<file path="src/rtl/clk_div_ctrl_pkg.sv">
// Shared types and defaults for the run-time clock divider controller.
// Optional status outputs are built when CLK_DIV_CTRL_STATUS_EN is defined.
package clk_div_ctrl_pkg;

  typedef enum logic [1:0] {
    IDLE = 2'd0,
    RUN  = 2'd1,
    PEND = 2'd2
  } state_t;

  localparam int DEF_NUM_REQ     = 2;
  localparam int DEF_CNT_W       = 10;
  localparam int DEF_DEFAULT_TOP = 19;
  localparam int UPD_CNT_W       = 8;

  // Requester index width; a single requester still gets one bit.
  function automatic int gid_width(input int n);
    return (n > 1) ? $clog2(n) : 1;
  endfunction

endpackage

</file>
<file path="src/rtl/clk_div_ctrl_if.sv">
// Divisor change request bus between requesters (master) and the controller (slave).
interface clk_div_ctrl_if
  import clk_div_ctrl_pkg::*;
#(
  parameter int NUM_REQ = DEF_NUM_REQ,
  parameter int CNT_W   = DEF_CNT_W
) ();

  // Handshake: requester i transfers req_top slice i on a clock edge where
  // req_valid[i] & req_ready[i]; req_ready is a one-hot grant, and a requester
  // holds req_valid and its req_top slice stable until that edge.
  logic [NUM_REQ-1:0]       req_valid;
  logic [NUM_REQ*CNT_W-1:0] req_top;
  logic [NUM_REQ-1:0]       req_ready;

  modport master (
    output req_valid,
    output req_top,
    input  req_ready
  );

  modport slave (
    input  req_valid,
    input  req_top,
    output req_ready
  );

endinterface

</file>
<file path="src/rtl/clk_div_ctrl_div_core.sv">
// Divider datapath: counter, toggling output and the TOP currently in use.
module div_core
  import clk_div_ctrl_pkg::*;
#(
  parameter int CNT_W       = DEF_CNT_W,
  parameter int DEFAULT_TOP = DEF_DEFAULT_TOP
) (
  input  logic             clk,
  input  logic             rst,
  input  logic             run,
  input  logic             load,
  input  logic [CNT_W-1:0] load_top,
  output logic             tc,
  output logic             sig,
  output logic [CNT_W-1:0] active_top
);

  logic [CNT_W-1:0] cnt;

  assign tc = run && (cnt == active_top);

  always_ff @(posedge clk or negedge rst) begin
    if (!rst) begin
      cnt        <= '0;
      sig        <= 1'b0;
      active_top <= CNT_W'(DEFAULT_TOP);
    end else begin
      // Stopping wins over a coincident terminal count: output parks low.
      if (!run) begin
        cnt <= '0;
        sig <= 1'b0;
      end else if (tc) begin
        cnt <= '0;
        sig <= ~sig;
      end else begin
        cnt <= cnt + CNT_W'(1);
      end
      if (load) begin
        active_top <= load_top;
      end
    end
  end

endmodule

</file>
<file path="src/rtl/clk_div_ctrl.sv">
// Divider controller: round-robin request arbiter plus FSM that applies TOP only at a boundary.
// Defining CLK_DIV_CTRL_STATUS_EN adds the upd_pulse / upd_cnt status outputs.
module clk_div_ctrl
  import clk_div_ctrl_pkg::*;
#(
  parameter int NUM_REQ     = DEF_NUM_REQ,
  parameter int CNT_W       = DEF_CNT_W,
  parameter int DEFAULT_TOP = DEF_DEFAULT_TOP
) (
  input  logic                           clk,
  input  logic                           rst,
  input  logic                           en,
  clk_div_ctrl_if.slave                  req,
  output logic                           sig,
  output logic [CNT_W-1:0]               active_top,
  output logic                           busy,
  output logic [gid_width(NUM_REQ)-1:0]  grant_id,
  output state_t                         state
`ifdef CLK_DIV_CTRL_STATUS_EN
  ,
  output logic                           upd_pulse,
  output logic [UPD_CNT_W-1:0]           upd_cnt
`endif
);

  localparam int GID_W = gid_width(NUM_REQ);

  logic [CNT_W-1:0]   top_arr [NUM_REQ];
  logic [NUM_REQ-1:0] grant_oh;
  logic [GID_W-1:0]   grant_idx;
  logic [GID_W-1:0]   rr_ptr;
  logic [CNT_W-1:0]   sel_top;
  logic [CNT_W-1:0]   pend_top;
  logic [CNT_W-1:0]   load_top;
  logic               found;
  logic               arb_en;
  logic               accept;
  logic               run;
  logic               load;
  logic               tc;

  for (genvar g = 0; g < NUM_REQ; g++) begin : g_top
    assign top_arr[g] = req.req_top[g*CNT_W +: CNT_W];
  end

  // Round-robin: try offsets 1..NUM_REQ from the last grant, first valid wins.
  always_comb begin
    grant_oh  = '0;
    grant_idx = '0;
    found     = 1'b0;
    for (int k = 1; k <= NUM_REQ; k++) begin
      for (int i = 0; i < NUM_REQ; i++) begin
        if (!found && req.req_valid[i] && (i == (int'(rr_ptr) + k) % NUM_REQ)) begin
          found       = 1'b1;
          grant_oh[i] = 1'b1;
          grant_idx   = GID_W'(i);
        end
      end
    end
  end

  assign sel_top       = top_arr[grant_idx];
  assign arb_en        = rst && ((state == IDLE) || (state == RUN));
  assign req.req_ready = arb_en ? grant_oh : '0;
  assign accept        = arb_en && found;
  assign run           = en && (state != IDLE);

  // Immediate apply when not counting (IDLE, or RUN being stopped); else wait in PEND.
  assign load     = (state == PEND) ? (!en || tc)
                                    : (accept && ((state == IDLE) || !en));
  assign load_top = (state == PEND) ? pend_top : sel_top;

  always_ff @(posedge clk or negedge rst) begin
    if (!rst) begin
      state    <= IDLE;
      busy     <= 1'b0;
      pend_top <= '0;
      grant_id <= '0;
      rr_ptr   <= GID_W'(NUM_REQ - 1);
    end else begin
      if (accept) begin
        rr_ptr   <= grant_idx;
        grant_id <= grant_idx;
        pend_top <= sel_top;
      end
      case (state)
        IDLE: begin
          busy <= 1'b0;
          if (en) state <= RUN;
        end
        RUN: begin
          if (!en) begin
            state <= IDLE;
          end else if (accept) begin
            state <= PEND;
            busy  <= 1'b1;
          end
        end
        PEND: begin
          if (!en) begin
            state <= IDLE;
            busy  <= 1'b0;
          end else if (tc) begin
            state <= RUN;
            busy  <= 1'b0;
          end
        end
        default: begin
          state <= IDLE;
          busy  <= 1'b0;
        end
      endcase
    end
  end

  div_core #(
    .CNT_W      (CNT_W),
    .DEFAULT_TOP(DEFAULT_TOP)
  ) u_div_core (
    .clk       (clk),
    .rst       (rst),
    .run       (run),
    .load      (load),
    .load_top  (load_top),
    .tc        (tc),
    .sig       (sig),
    .active_top(active_top)
  );

`ifdef CLK_DIV_CTRL_STATUS_EN
  logic upd_change;

  assign upd_change = load && (load_top != active_top);

  always_ff @(posedge clk or negedge rst) begin
    if (!rst) begin
      upd_pulse <= 1'b0;
      upd_cnt   <= '0;
    end else begin
      upd_pulse <= upd_change;
      if (upd_change && (upd_cnt != '1)) begin
        upd_cnt <= upd_cnt + UPD_CNT_W'(1);
      end
    end
  end
`endif

endmodule

</file>
<file path="src/flat_wrapper.sv">
// flat-port wrapper written by rule: the top's interface ports become plain ports
module clk_div_ctrl_flat import clk_div_ctrl_pkg::*;
#(
  parameter int NUM_REQ     = DEF_NUM_REQ,
  parameter int CNT_W       = DEF_CNT_W,
  parameter int DEFAULT_TOP = DEF_DEFAULT_TOP
)
  (clk, rst, en, sig, active_top, busy, grant_id, state, req_req_valid, req_req_top, req_req_ready);
  clk_div_ctrl_if #(.NUM_REQ(NUM_REQ), .CNT_W(CNT_W)) req_i ();
  input  logic clk;
  input  logic rst;
  input  logic en;
  output logic sig;
  output logic [CNT_W-1:0] active_top;
  output logic busy;
  output logic [gid_width(NUM_REQ)-1:0] grant_id;
  output state_t state;
  input wire logic [$bits(req_i.req_valid)-1:0] req_req_valid;
  input wire logic [$bits(req_i.req_top)-1:0] req_req_top;
  output wire logic [$bits(req_i.req_ready)-1:0] req_req_ready;
  assign req_i.req_valid = req_req_valid;
  assign req_i.req_top = req_req_top;
  assign req_req_ready = req_i.req_ready;
  clk_div_ctrl #(.NUM_REQ(NUM_REQ), .CNT_W(CNT_W), .DEFAULT_TOP(DEFAULT_TOP)) u_core (.clk(clk), .rst(rst), .en(en), .req(req_i), .sig(sig), .active_top(active_top), .busy(busy), .grant_id(grant_id), .state(state));
endmodule
</file>
<file path="config.mk">
export PLATFORM = sky130hd
export DESIGN_NAME = clk_div_ctrl_flat
export DESIGN_NICKNAME = d
export VERILOG_FILES = /design/src/rtl/clk_div_ctrl_pkg.sv /design/src/rtl/clk_div_ctrl_if.sv /design/src/rtl/clk_div_ctrl_div_core.sv /design/src/rtl/clk_div_ctrl.sv /design/src/flat_wrapper.sv
export SDC_FILE = /design/constraint.sdc
export NUM_CORES = 1
export LEC_CHECK = 0
export ABC_AREA = 1
export CAP_MARGIN = 40
export CORE_MARGIN = 3
export CORE_UTILIZATION = 50
export DETAILED_ROUTE_END_ITERATION = 8
export GPL_ROUTABILITY_DRIVEN = 1
export PLACE_DENSITY = 0.77
export SLEW_MARGIN = 25
export SYNTH_ARGS = -nofsm -noshare
export SYNTH_HDL_FRONTEND = slang
export SYNTH_HIERARCHICAL = 1
export SYNTH_SLANG_ARGS = --single-unit
export TNS_END_PERCENT = 10
</file>
<file path="constraint.sdc">
create_clock -name clk -period 4.45 [get_ports clk]
set_input_delay 0.89 -clock clk [delete_from_list [all_inputs] [get_ports clk]]
set_output_delay 0.89 -clock clk [all_outputs]
set_load 0.01 [all_outputs]
</file>
==> summary.txt, run 1 <==
Clocking
  – H-tree depth: 2
  – Clock-pin slew on the worst setup and hold paths: 70 ps
  – # Post-CTS Setup Buffers: 0
  – Root Driver: clkbuf_8
  – TritonCTS sink count: 36
  – Post-CTS sizing: 0
  – CTS tree: done
  – Clk_lat worst skew: between 200 and 300 ps
  – Hold buffer count at CTS: 0
  – Clock Tree Buf Depth: 2
  – TritonCTS Buffers: 5

Synthesis
  – Synth Area in Compound Gates: 0.0929
  – Synth Area in Simple Gates: 0.299
  – Asr flop ratio synth: 1.00
  – Multiplexer share of the synthesized area: 0.0104
  – #FFs+latches synth: 36
  – Number of enable flip-flop cells after synthesis: 0
  – Post-Syn Nets: 320
  – Most frequent cells after synthesis: nand2_1, inv_1, dfrtp_1
  – Share of synthesized cell area in full adder, half adder and majority cells: 0.00577
  – Largest family of logic cells by synthesized area: simple AND/OR/NAND/NOR gates
  – Synthesized cell area: ~2200 um^2
  – Post-synthesis average cell area: 7.38 um^2
  – Yosys cell types: 28
  – Top cells by area, synth: dfrtp_1, nand2_1, inv_1
  – Most frequent cell after synthesis: nand2_1
  – Synth Area in XOR/XNOR: 0.0283
  – Synth Warn #: 6
  – Top FF cell, synth: dfrtp_1
  – Synthesized instance count: 294
  – Largest area contributor in the netlist: dfrtp_1
  – Area fraction of the dominant cell type after synthesis: 0.369
  – Sequential fraction of the synthesis area: 0.418

Detailed routing
  – Post-Route WL: 4.45 mm
  – DRC viols: 0
  – Via count: 1905
  – Antenna viol nets, final: 0
  – Initial DRT Pass Iterations: 4
  – Avg WL per Cell: 11.5 um
  – DR iter-0 viols: 76
  – DR vias/cell: 4.94

Timing
  – RSZ-0062 raised after global routing: no
  – Worst Clk Skew: between 4 and 5 ps
  – Slew headroom: 0.572
  – Setup WS post-layout: 918 ps
  – Setup violations, final: 0
  – Hold Fails Final Rpt: 0
  – FMAX: 283 MHz
  – TNS Setup: 0 ps
  – Period minus WS final: roughly 3500 ps
  – Final worst-path cycle share: 0.794
  – Fin. max-slew vios: 0
  – Slew @ Worst Pin: 640 ps

Critical path
  – Arr. time, crit path: 2640 ps
  – CP max FO: 15
  – Crit path capture type: output port
  – Crit path largest cell delay: 880 ps
  – CP startpoint kind: input port
  – WS Path Type: input port to output port
  – Slowest CP cell: clkdlybuf4s50_1
  – Bufs and invs on worst path: 3
  – Required @ worst endpoint: 3560 ps
  – Critical path's top delay family: buffers and inverters
  – Most used cell, CP: clkdlybuf4s50_1
  – Ordered cell list for the critical path: clkdlybuf4s50_1 > nand3_1 > inv_1 > clkdlybuf4s50_1

Floorplan
  – Number of top-level pins: 42
  – Core footprint: roughly 4100 um^2
  – Die X: between 70 and 80 um
  – # rows: 23
  – Die Height: 71.9 um
  – Die footprint: about 5200 um^2
  – Starting Density: 0.531

Finish
  – Area grow syn2layout: 22.6%
  – Share of layout cells above drive strength 1: 0.104
  – Final Util: 0.651
  – NumNets Final: about 360
  – Filler instances: 369
  – Antenna diodes: 0

Placed design
  – GPL Wtd Cong: about 0.82
  – Setup slack after placement: 948 ps
  – Post-detail-place hpwl: 3.39 mm
  – # port buffers: between 40 and 50

GRT
  – First-pass GRT wire length: 7.98 mm
  – Largest net degree at the start of global routing: 31
  – Initial antenna violation count: 0
  – Vias in the first global route: 1831
  – GRT overflow: 0
  – GR Util All Layers: 0.195
  – Met1 usage: 0.260
  – Most Used Layer, Global Route: met2
  – Met2 Usage GRT: 0.314
  – Met3 Track Usage GR: 0.0337

Power and ir drop
  – Power per Cell Area: approximately 520 nW/um^2
  – Clock power share: 0.172
  – Static Leak: about 1.3 nW
  – Internal power: 850 uW
  – Peak supply drop: about 290 uV
  – Combinational group share of total power: 0.444
  – Sequential power share: 0.384
  – Sw Ratio: 0.380
  – Psw: roughly 520 uW

Flow run
  – MaxCap Viol Count: 0

Worst hold path
  – Hold crit path type: input port to async pin

Status
  – Status: finished, final reports clean
-- kinds of logic (layout without fill, tap and decap cells) --
logic type	after synthesis	after routing
multiplexers	2	2
buffers and inverters	71	113
XOR/XNOR	7	7
AND/OR/NAND/NOR	140	140
flip-flops	36	36
AO/OA/AOI/OAI	37	37
adder cells (fa/ha/maj)	1	1
-- per-stage QoR --
stage | total power [mW] | instance area (um^2) | cells | hold slack [ps]
global placement | 1.13 | 2570 | 378 | 482
global route | 1.49 | 2660 | 386 | 448
floorplan | 0.931 | 2170 | 294 | 475
CTS | 1.39 | 2660 | 386 | 440
finish | 1.37 | 2660 | 386 | 446
detailed placement | 1.14 | 2570 | 378 | 484
-- cell usage in the layout (no fill, tap or decap), types with 2 or more instances in the layout --
cell | synthesis | final
nor2_1 | 23 | 23
nor2_4 | 3 | 3
xor2_1 | 4 | 4
clkdlybuf4s50_1 | 0 | 40
buf_4 | 1 | 2
o21ai_0 | 19 | 19
o21ai_2 | 2 | 2
o21ai_1 | 12 | 12
nand3_2 | 5 | 5
dfstp_2 | 4 | 4
nand2_2 | 4 | 4
clkbuf_8 | 0 | 6
clkbuf_1 | 2 | 2
nand2_1 | 67 | 67
mux2_2 | 2 | 2
dfrtp_1 | 32 | 32
nand4_1 | 2 | 2
nor2_2 | 3 | 3
nand3_1 | 31 | 31
inv_1 | 61 | 61
xnor2_1 | 3 | 3
-- sequential cells by signal, indices dropped and copies added, names as in the netlist --
register,flops
u_core/u_div_core/active_top,10
u_core/busy,1
u_core/pend_top,10
u_core/state,2
u_core/grant_id,1
u_core/u_div_core/cnt,10
u_core/rr_ptr,1
u_core/u_div_core/sig,1
-- per-layer routing --
metal | up-vias | part of all wire
met4 | 0 | 0.013
met2 | 55 | 0.47
li1 | 984 | -
met5 | - | 0
met1 | 860 | 0.47
met3 | 6 | 0.052
-- worst reg2reg max path, stage by stage, from the launching register on --
cell and delay, ps:
dfstp_2 560, xnor2_1 120, nand2_1 90, nor2_1 120
nand3_2 150, nor2_1 140, o21ai_0 80, o21ai_0 80
buf_4 230, mux2_2 350
-- worst paths after layout --
check / from / to / slack [ps] / depth (start not counted)
max: req_req_valid[1] / req_req_ready[1] / 920 / 4
min: rst / u_core/pend_top[0] / 450 / 1
max reg2reg: u_core/u_div_core/active_top[0] / u_core/u_div_core/active_top[4] / 2460 / 9
min reg2reg: u_core/u_div_core/active_top[1] / u_core/u_div_core/active_top[1] / 500 / 2
max in group asynchronous: rst / u_core/u_div_core/active_top[4] / 3330 / 2
min in group clk: u_core/u_div_core/active_top[1] / u_core/u_div_core/active_top[1] / 500 / 2
-- cell type report --
type	instances	area, um^2	share of cell area
well taps	50	62.6	0.0235
clock buffers	8	90.1	0.0339
inverters	62	233	0.0875
multi-input cells	187	947	0.356
flip-flops and latches	36	906	0.341
repair buffers	43	420	0.158
-- power groups by stage --
stage	clock [mW]	combinational (mW)	sequential, mW
5_1_grt	0.254	0.696	0.541
3_3_place_gp	0	0.600	0.528
3_5_place_dp	0	0.612	0.531
6_report	0.236	0.609	0.526
2_1_floorplan	0	0.384	0.547
4_1_cts	0.243	0.616	0.527
(Power assumes the default switching activity.)
==> run 2, diff against run 1 <==
clock period = 3.55 ns   (was 4.45 ns; I/O delays follow)
==> run 2 against run 1 <==
Effect of this change: die area did not move; sequential share of layout area down 0.096 points; flip-flop and latch count is the same; register-to-register slack lost 1000 ps; clock power up 28%; utilization is 0.18 points higher; power is 26% higher; largest power group unchanged.
==> summary.txt, run 2 (synthesized netlist as in run 1, its figures left out) <==
GRT
  – GR Util All Layers: 0.191
  – Largest net degree at the start of global routing: 33
  – Initial antenna violation count: 0
  – GRT overflow: 0
  – First-pass GRT wire length: 7.64 mm
  – Vias in the first global route: 1720

Floorplan
  – Die Height: 71.9 um
  – Number of top-level pins: 42
  – # rows: 23
  – Die footprint: 5160 um^2
  – Core footprint: ~4100 um^2
  – Die X: a little over 70 um
  – Starting Density: 0.531

Timing
  – Slew headroom: 0.617
  – Slew @ Worst Pin: 574 ps
  – Fin. max-slew vios: 0
  – Final worst-path cycle share: 0.827
  – Setup WS post-layout: between 600 and 700 ps
  – Setup violations, final: 0
  – RSZ-0062 raised after global routing: no
  – Hold Fails Final Rpt: 0
  – TNS Setup: 0 ps
  – Worst Clk Skew: 2.58 ps
  – FMAX: 341 MHz
  – Period minus WS final: 2940 ps

Critical path
  – CP startpoint kind: input port
  – Required @ worst endpoint: roughly 2800 ps
  – CP max FO: 12
  – WS Path Type: input port to output port
  – Crit path capture type: output port
  – Arr. time, crit path: 2230 ps

Finish
  – Share of layout cells above drive strength 1: 0.107
  – Filler instances: 387
  – Biggest regs: u_core/pend_top: 10 flops, u_core/u_div_core/active_top: 10 flops, u_core/u_div_core/cnt: 10 flops
  – NumNets Final: 362
  – Most frequent cells in the layout: nand2_1, inv_1, clkdlybuf4s50_1
  – Antenna diodes: 0
  – Area grow syn2layout: 23.0%
  – Finished Layout Cells: 387
  – Most common cell after layout, fill and taps aside: nand2_1
  – Post-route cell area: around 2700 um^2

Detailed routing
  – Antenna viol nets, final: 0
  – Avg WL per Cell: 11.4 um
  – Via count: approximately 1.9k
  – DRC viols: 0
  – DR iter-0 viols: 91
  – DR vias/cell: 4.88
  – Post-Route WL: 4.42 mm
  – Initial DRT Pass Iterations: 4

Clocking
  – CTS tree: done
  – # Post-CTS Setup Buffers: 0
  – Hold buffer count at CTS: 0
  – Clock Tree Buf Depth: 2
  – Clk_lat worst skew: ~290 ps
  – Post-CTS sizing: 0
  – H-tree depth: 2
  – Clock-pin slew on the worst setup and hold paths: 70 ps
  – Root Driver: clkbuf_8
  – TritonCTS Buffers: 5
  – TritonCTS sink count: 36

Power and ir drop
  – Final Power: 1.73 mW
  – Static Leak: 1.32 nW
  – Peak supply drop: about 300 uV
  – Power per Cell Area: 648 nW/um^2

Placed design
  – GPL Wtd Cong: 0.845
  – Setup slack after placement: 630 ps
  – # port buffers: between 40 and 50
  – Post-Place Cells: 379
  – Post-detail-place hpwl: 3.37 mm
  – Post-DP Area: 2580 um^2

Status
  – Status: finished, final reports clean

Worst hold path
  – Hold crit path type: input port to async pin

Flow run
  – MaxCap Viol Count: 0
run 2: changes by cell type in the layout (fill, tap and decap cells not counted), sizes merged:
cell	change
buf	+1
run 2: critical path: stages:
cell	delay [ps]
clkdlybuf4s50_1	490
nand2_2	260
nand3_1	150
inv_1	80
clkdlybuf4s50_1	530
run 2: final timing paths:
check / start / end / slack, ps / cells after the start
worst max-delay path: req_req_valid[0] / req_req_ready[1] / 610 / 5
worst min-delay path: rst / u_core/grant_id / 230 / 1
worst max register to register: u_core/u_div_core/active_top[4] / u_core/u_div_core/active_top[4] / 1460 / 9
worst min register to register: u_core/u_div_core/active_top[1] / u_core/u_div_core/active_top[1] / 500 / 2
max in group asynchronous: rst / u_core/u_div_core/active_top[0] / 2660 / 2
min in group clk: u_core/u_div_core/active_top[1] / u_core/u_div_core/active_top[1] / 500 / 2
run 2: stage by stage:
step           utilization  hold slack, ps
6_report             0.652             234
5_1_grt              0.652             221
4_1_cts              0.652             225
3_5_place_dp         0.630             496
3_3_place_gp         0.630             482
2_1_floorplan            -             414
run 2: routing by layer:
metal  global-route usage  routed length [um]
met2                0.299                2030
met5                    0                   0
met3               0.0645                 206
met1                0.251                2110
met4               0.0605                  63
run 2: area by class of cell:
class / count / area, um^2 / share of cell area
clock buffer: 8 / 90.1 / 0.0338
timing repair buffer: 44 / 428 / 0.160
inverter: 62 / 233 / 0.0873
tap: 50 / 62.6 / 0.0235
multi-input combinational: 187 / 947 / 0.355
sequential: 36 / 906 / 0.340
run 2: power breakdown:
group	internal, mW	total, mW	switching [mW]
logic	0.342	0.766	0.425
registers	0.566	0.659	0.0928
clock network	0.158	0.303	0.145
total	1.07	1.73	0.662
